--- src/rtl/flash_dma_ctrl.sv ---
// Single-channel byte DMA: copies data_length bytes from SPI flash into PSRAM,
// one strictly serialised flash-read / PSRAM-write pair at a time.
module flash_dma_ctrl (
    input  logic        clk,
    input  logic        reset_n,
    input  logic [23:0] flash_src_addr,
    input  logic [21:0] psram_dst_addr,
    input  logic [15:0] data_length,
    input  logic        start,
    output logic        busy,
    output logic [23:0] flash_addr,
    output logic        flash_req_r_addr,
    output logic        flash_req_r_next,
    input  logic        flash_d_ready,
    input  logic [7:0]  flash_d_out,
    output logic        psram_w_strobe,
    output logic [21:0] psram_addr,
    output logic [15:0] psram_d_in,
    input  logic        psram_busy
);

    typedef enum logic [2:0] {
        IDLE,
        F_REQ,
        F_WAIT,
        P_WAIT_IDLE,
        P_STROBE,
        P_SETTLE,
        P_WAIT_DONE,
        F_NEXT
    } state_t;

    state_t      state;
    logic [21:0] dst;
    logic [15:0] len;
    logic [15:0] count;

    always_ff @(posedge clk) begin
        if (!reset_n) begin
            state            <= IDLE;
            busy             <= 1'b0;
            flash_addr       <= '0;
            flash_req_r_addr <= 1'b0;
            flash_req_r_next <= 1'b0;
            psram_w_strobe   <= 1'b0;
            psram_addr       <= '0;
            psram_d_in       <= '0;
            dst              <= '0;
            len              <= '0;
            count            <= '0;
        end else begin
            // NOTE: request outputs default low every cycle, so a state that
            // sets one produces exactly one registered pulse.
            flash_req_r_addr <= 1'b0;
            flash_req_r_next <= 1'b0;
            psram_w_strobe   <= 1'b0;

            case (state)
                IDLE: begin
                    // busy can only be high here after a zero-length start
                    if (busy) begin
                        busy <= 1'b0;
                    end else if (start) begin
                        flash_addr <= flash_src_addr;
                        dst        <= psram_dst_addr;
                        len        <= data_length;
                        count      <= '0;
                        busy       <= 1'b1;
                        if (data_length != 16'd0)
                            state <= F_REQ;
                    end
                end
                F_REQ: begin
                    flash_req_r_addr <= 1'b1;
                    state            <= F_WAIT;
                end
                F_WAIT: begin
                    if (flash_d_ready) begin
                        psram_d_in <= {flash_d_out, flash_d_out};
                        state      <= P_WAIT_IDLE;
                    end
                end
                P_WAIT_IDLE: begin
                    if (!psram_busy)
                        state <= P_STROBE;
                end
                P_STROBE: begin
                    psram_w_strobe <= 1'b1;
                    psram_addr     <= dst + {6'd0, count};
                    state          <= P_SETTLE;
                end
                P_SETTLE: begin
                    // give the PSRAM controller a cycle to raise its busy flag
                    state <= P_WAIT_DONE;
                end
                P_WAIT_DONE: begin
                    if (!psram_busy) begin
                        count <= count + 16'd1;
                        if (count + 16'd1 == len) begin
                            busy  <= 1'b0;
                            state <= IDLE;
                        end else begin
                            state <= F_NEXT;
                        end
                    end
                end
                F_NEXT: begin
                    flash_req_r_next <= 1'b1;
                    state            <= F_WAIT;
                end
                default: state <= IDLE;
            endcase
        end
    end

endmodule

--- config.mk ---
export PLATFORM = sky130hd
export DESIGN_NAME = flash_dma_ctrl
export DESIGN_NICKNAME = d
export VERILOG_FILES = /design/src/rtl/flash_dma_ctrl.sv
export SDC_FILE = /design/constraint.sdc
export NUM_CORES = 1
export LEC_CHECK = 0
export ABC_CLOCK_PERIOD_IN_PS = 3200
export CORE_AREA = 2 2 100 141
export DETAILED_ROUTE_END_ITERATION = 10
export DIE_AREA = 0 0 102 143
export PLACE_DENSITY = 0.71
export RECOVER_POWER = 25
export SETUP_SLACK_MARGIN = 0.2
export SLEW_MARGIN = 40
export SYNTH_ARGS = -nofsm -noshare
export SYNTH_HDL_FRONTEND = slang
export SYNTH_SLANG_ARGS = --single-unit
--- constraint.sdc ---
create_clock -name clk -period 3.2 [get_ports clk]
set_input_delay 0.48 -clock clk [delete_from_list [all_inputs] [get_ports clk]]
set_output_delay 0.48 -clock clk [all_outputs]
set_load 0.02 [all_outputs]
## After elaboration in Yosys (flattened, before gate mapping)

Index checks and enable logic that the tools add are counted.

- Memory bits (writable): 0
- Bits in latches: 0
- Word-level logic and storage cells: 58
- Memories: 0
- Input bits: 75
- ROM bits: 0
- Register bits after elaboration: 123

- $lt $le $gt $ge: 0
- Divide/modulo/power cells: 0
- Mux-type cells: 20
- Bitwise gates (word level): 1
- Reductions and logical operators: 9
- Equality and inequality tests: 15
- Add/sub/neg operators: 2
- Shifts and indexed selects: 0
- $mul: 0

Operators with widths:

| cell | number |
|---|---|
| 16-bit 2-to-1 mux | 3 |
| 16-bit case mux with 2 select lines | 1 |
| 22-bit by 16-bit adder with 22-bit output | 1 |
| 3-bit 2-to-1 mux | 7 |
| 3-bit case mux with 7 select lines | 1 |
| 16-bit by 1-bit adder with 16-bit output, second input constant | 1 |
| 16-bit == test | 1 |
| 16-bit nonzero test | 1 |
| 2-bit inequality test, second input constant | 7 |
| 3-bit == test, second input constant | 4 |
| 1-bit 2-to-1 mux | 7 |
| 3-bit by 2-bit == test with 1-bit output, second input constant | 2 |
| 3-bit AND reduction | 2 |
| 6-bit AND reduction | 1 |
| 4-bit AND reduction | 1 |
| 3-bit by 1-bit == test with 1-bit output, second input constant | 1 |
| 3-bit zero test | 1 |
| 1-bit case mux with 2 select lines | 1 |
| 2-bit AND reduction | 1 |
| 2-bit nonzero test | 1 |
| 2-bit OR reduction | 1 |
| 1-bit NOT | 1 |

## Depth between registers and ports, before layout

- Depth in word-level cells: 5
- Depth in mapped cells: 10
- Mapped depth without buffers: 10

## Worst setup path before layout

No wires, ideal clock.

- Path type: register to register
- Start point: register count[0]
- End point: register psram_addr[20]
- Stages on the path, launching flop included: 11
- Period minus slack after synthesis: 2332 ps
- Setup time: 112 ps
- Path buffers: 0
- Arrival time: 2220 ps
- Path slack: 868 ps
- Data required time: 3088 ps
- Cell sequence: dfxtp_1 > ha_1 > inv_1 > fa_1 > nor2b_1 > o31ai_2 > a21oi_2 > o41ai_4 > o21ai_2 > nor4_1 > a2111oi_1

- Cells in the longest elaborated chain, start to end: 1

RTL lines:

| element | RTL line | source |
|---|---|---|
| start, declared | 36 | `logic [15:0] count;` |
| start signal, assigned | 98 | `count <= count + 16'd1;` |
| 22-bit by 16-bit adder with 22-bit output | 89 | `psram_addr <= dst + {6'd0, count};` |
| end signal, assigned | 89 |  |
| end, declared | 17 | `output logic [21:0] psram_addr,` |

Every way passes these cells.
A chain may end at the register's enable or synchronous reset.

## Worst setup path in the final report

Ends and elaborated chain as after synthesis.

==> metrics.sh <==
CLOCKROOTBUFFER='clkbuf_16'
ROUTE.FINAL.WIRE_LENGTH_UM=16500
IO-PIN-COUNT=141
CTS_HOLD_BUF=0
FINALMAXSLEWVIOLATIONS=0
SEQUENTIAL_ELEMENT_SHARE_OF_THE_SYNTHESIZED_AREA_PCT=39.1
DR.PASS1.ITERS=5
PLACE.DETAILED.INSTANCES=1018
ROUTED-VIA-COUNT=5754
POST_SYNTH_NUM_CELL_TYPES=71
MAXCAPVIOLATIONS=0
HOLD_WS_NS=0.452
YS_TOP_CELLS_BY_COUNT='nand2_1 (169), dfxtp_1 (115), a21oi_1 (100), nor2_1 (48), clkbuf_1 (36)'
SYN-CELL-AREA_UM2=5890
CRITICALPATHCATEGORY='reg2reg'
CLOCK_POWER_SHARE_PCT=41.2
CRITPATHLAUNCHTYPE='flop'
DRT_ITER0_MARKERS=202
SYNTH.LARGEST_AREA_CELL='dfxtp_1'
ROUTE.DETAILED.VIAS_PER_INST=5.48
HOLD_PATH_CLASS='reg2reg'
NUMBER_OF_CLOCK_SINKS=115
N_DIODES=0
MAXIMUM_VDD_DROP_mV=0.380
HTREEDEPTH=4
LAYOUT-DRIVE-GT1-SHARE_PCT=7.60
SYNTH_WARNINGS=0
CTS_REPAIR_RESIZE_COUNT=0
PORTBUFFERS=140
CLOCK_SKEW_NS=0.00543
CLKSLEWWORSTSETUPHOLDPATHS_NS=0.06
UTILIZATION_PCT=60.4
NUMBER_OF_NETS_WITH_ANTENNA_VIOLATIONS_AFTER_ROUTING=0
MAXSLEWHEADROOM_PCT=12.1
ELEMENT_TYPE_AT_THE_CRITICAL_PATH_END='flop'
GRT_SETUP_UNREPAIRED='no'
MAX_FREQ_GHz=0.364
YS.FLOP_TYPE='dfxtp_1'
SYNTH.AVG_CELL_AREA_UM2=8.00
WL_PER_CELL_UM=15.7
FLOORPLAN.DIE_AREA_UM2=14600
CLOCK_INSERTION_DELAY_WORST_SKEW_NS=0.41
POSTSYNTH.ASYNCRESETSHARE_PCT=0
GR-TOTAL-OVERFLOW=0
POST-SYNTH-TOP-COUNT-CELL='nand2_1'
MOST_AREA_CONSUMING_CELLS_AFTER_SYNTHESIS='dfxtp_1 (39%), nand2_1 (11%), a21oi_1 (8.5%)'
CTS.PATH.MAX_BUFFERS=2
POWER.DENSITY_CELL_AREA_nW_PER_UM2=592
CRIT_FANOUT=9
TIGHTEST_SLEW_NS=1.32
GLOBAL_ROUTE.USAGE.TOTAL_PCT=23.1
CLOCK_TREE_FROM_TRITONCTS='yes'
SWITCHING_SHARE_PCT=30.5
SYNTH_EDF_COUNT=0
POST-DP-HPWL_UM=11900
LAYOUT_MIN_CYCLE_TIME_NS=2.74
FINISH.NET_COUNT=948
GLOBAL_ROUTE_WIRE_LENGTH_BEFORE_REPAIR_UM=26600
DIE_HEIGHT_UM=143
CRITICAL_PATH_DATA_ARRIVAL_TIME_NS=3.04
INITIAL_ANTENNA_VIOLATION_COUNT=0
INITIAL_UTILIZATION_PCT=44.4
SEQPWRFRAC_PCT=36.2
DETAIL_ROUTE.DRC_VIOLATIONS=0
SYNTH_CELLS=736
P_COMB_SHARE_PCT=22.6
LAYOUT.CELLS.NON_FILLER=1050
FINALSETUPVIOLCOUNT=0
CORE_REGION_AREA_UM2=13300
FINALHOLDVIOLCOUNT=0
GRT_MAX_DEGREE=49
GRT_PASS1_VIAS=5761
FIN_TNS_SETUP_NS=0
SYNTH.FF_LATCH_COUNT=115
POWER_LEAKAGE_nW=3.04
MAPPEDNETLISTNETS=829
OUTCOME='finished clean'
CORE.ROWCOUNT=50
TOTAL_SWITCHING_POWER_W=0.00144
PERIOD_UTILIZATION_POST_ROUTE_PCT=85.8
GPL.FINAL_WEIGHTED_CONGESTION=0.920
CTS_SETUP_BUFFERS=0
CRITPATHREQUIREDTIME_NS=3.49
SYN2LAYOUT_AREA_GROWTH_PCT=36.0
CTS_MADE_BUFFERS=17
POWER.INTERNAL_W=0.00330
SYNTH_TOP_AREA_SHARE_PCT=39.1
DIE-WIDTH_UM=102
==> state kept, by name, summed over array words and instances, names as in the netlist <==
register          flops
flash_addr           24
dst                  22
psram_addr           22
count                16
len                  16
psram_d_in            8
state                 3
busy                  1
flash_req_r_addr      1
flash_req_r_next      1
psram_w_strobe        1
==> worst max-delay path: stages, from the launching register on <==
cell	delay (ns)
dfxtp_1	0.48
ha_1	0.27
inv_1	0.07
fa_1	0.40
nor2b_1	0.19
o31ai_2	0.13
a21oi_2	0.26
o41ai_4	0.11
o21ai_2	0.26
nor4_1	0.08
a2111oi_1	0.37
==> power groups by stage <==
stage                     combinational, W  clock, W  sequential [W]
after floorplan                   0.000620         0         0.00177
after global placement             0.00106         0         0.00174
after detailed placement           0.00109         0         0.00175
after CTS                          0.00110   0.00198         0.00172
after global routing               0.00117   0.00204         0.00174
final                              0.00107   0.00195         0.00172
==> routing by layer <==
metal  wire length, µm  vias to the layer above  GRT usage [%]
met5                 0                        -              0
met4               633                        0           12.7
met3               926                       47           4.94
met2              8720                      190           41.8
met1              6200                     2694           24.4
li1                  -                     2823              -
==> cells in the final DEF, fill, tap and decap left out, types with 3 or more instances in the layout <==
cell / n
a211oi_1: 11
a21o_1: 6
a21oi_1: 100
a22oi_1: 3
a311oi_1: 5
a31oi_1: 8
and3_1: 5
and4_1: 3
buf_4: 9
bufinv_16: 3
clkbuf_1: 3
clkbuf_16: 17
clkdlybuf4s50_1: 110
clkinv_2: 4
clkinvlp_4: 6
dfxtp_1: 115
dlygate4sd3_1: 30
ha_1: 17
inv_1: 9
mux2i_1: 12
nand2_1: 169
nand2b_1: 7
nand3_1: 14
nand4_1: 7
nand4b_1: 3
nor2_1: 48
nor2b_1: 4
nor3_1: 9
nor3b_1: 3
nor4_1: 13
o211ai_1: 3
o21a_1: 4
o21ai_0: 25
o21bai_1: 3
or3_1: 4
xnor2_1: 20
xor2_1: 9
==> area by class of cell <==
class	instances	area (µm²)
multi-input cells	557	3300
well taps	182	228
repair buffers	154	1520
flip-flops and latches	115	2300
clock inverters	13	159
inverters	10	38.8
fillers	1204	5260
clock buffers	19	453
==> stage by stage <==
step / worst slack [ns] / cell area, µm² / power (W)
final: 0.455 / 8010 / 0.00474
after global routing: 0.261 / 8010 / 0.00495
after CTS: 0.490 / 8020 / 0.00479
after detailed placement: 0.512 / 7410 / 0.00284
after global placement: 0.652 / 7410 / 0.00280
after floorplan: 0.868 / 5890 / 0.00239
==> logic make-up after synthesis <==
| family | count (synthesis) | synth area share, % |
|---|---|---|
| DFF | 115 | 39.1 |
| buffers and inverters | 64 | 4.95 |
| AOI/OAI and AO/OA | 190 | 20.1 |
| muxes | 13 | 2.42 |
| xor gates and xnor gates | 30 | 4.59 |
| adders and majority gates | 18 | 3.95 |
| and+or+nand+nor | 306 | 24.9 |
==> worst paths after layout <==
check / start / end / slack (ns) / depth (start not counted)
max: count[0] / psram_addr[20] / 0.46 / 10
min: flash_addr[5] / flash_addr[5] / 0.45 / 2
max reg2reg: count[0] / psram_addr[20] / 0.46 / 10
min reg2reg: flash_addr[5] / flash_addr[5] / 0.45 / 2
Note: power is estimated with default switching activity, not from simulation.
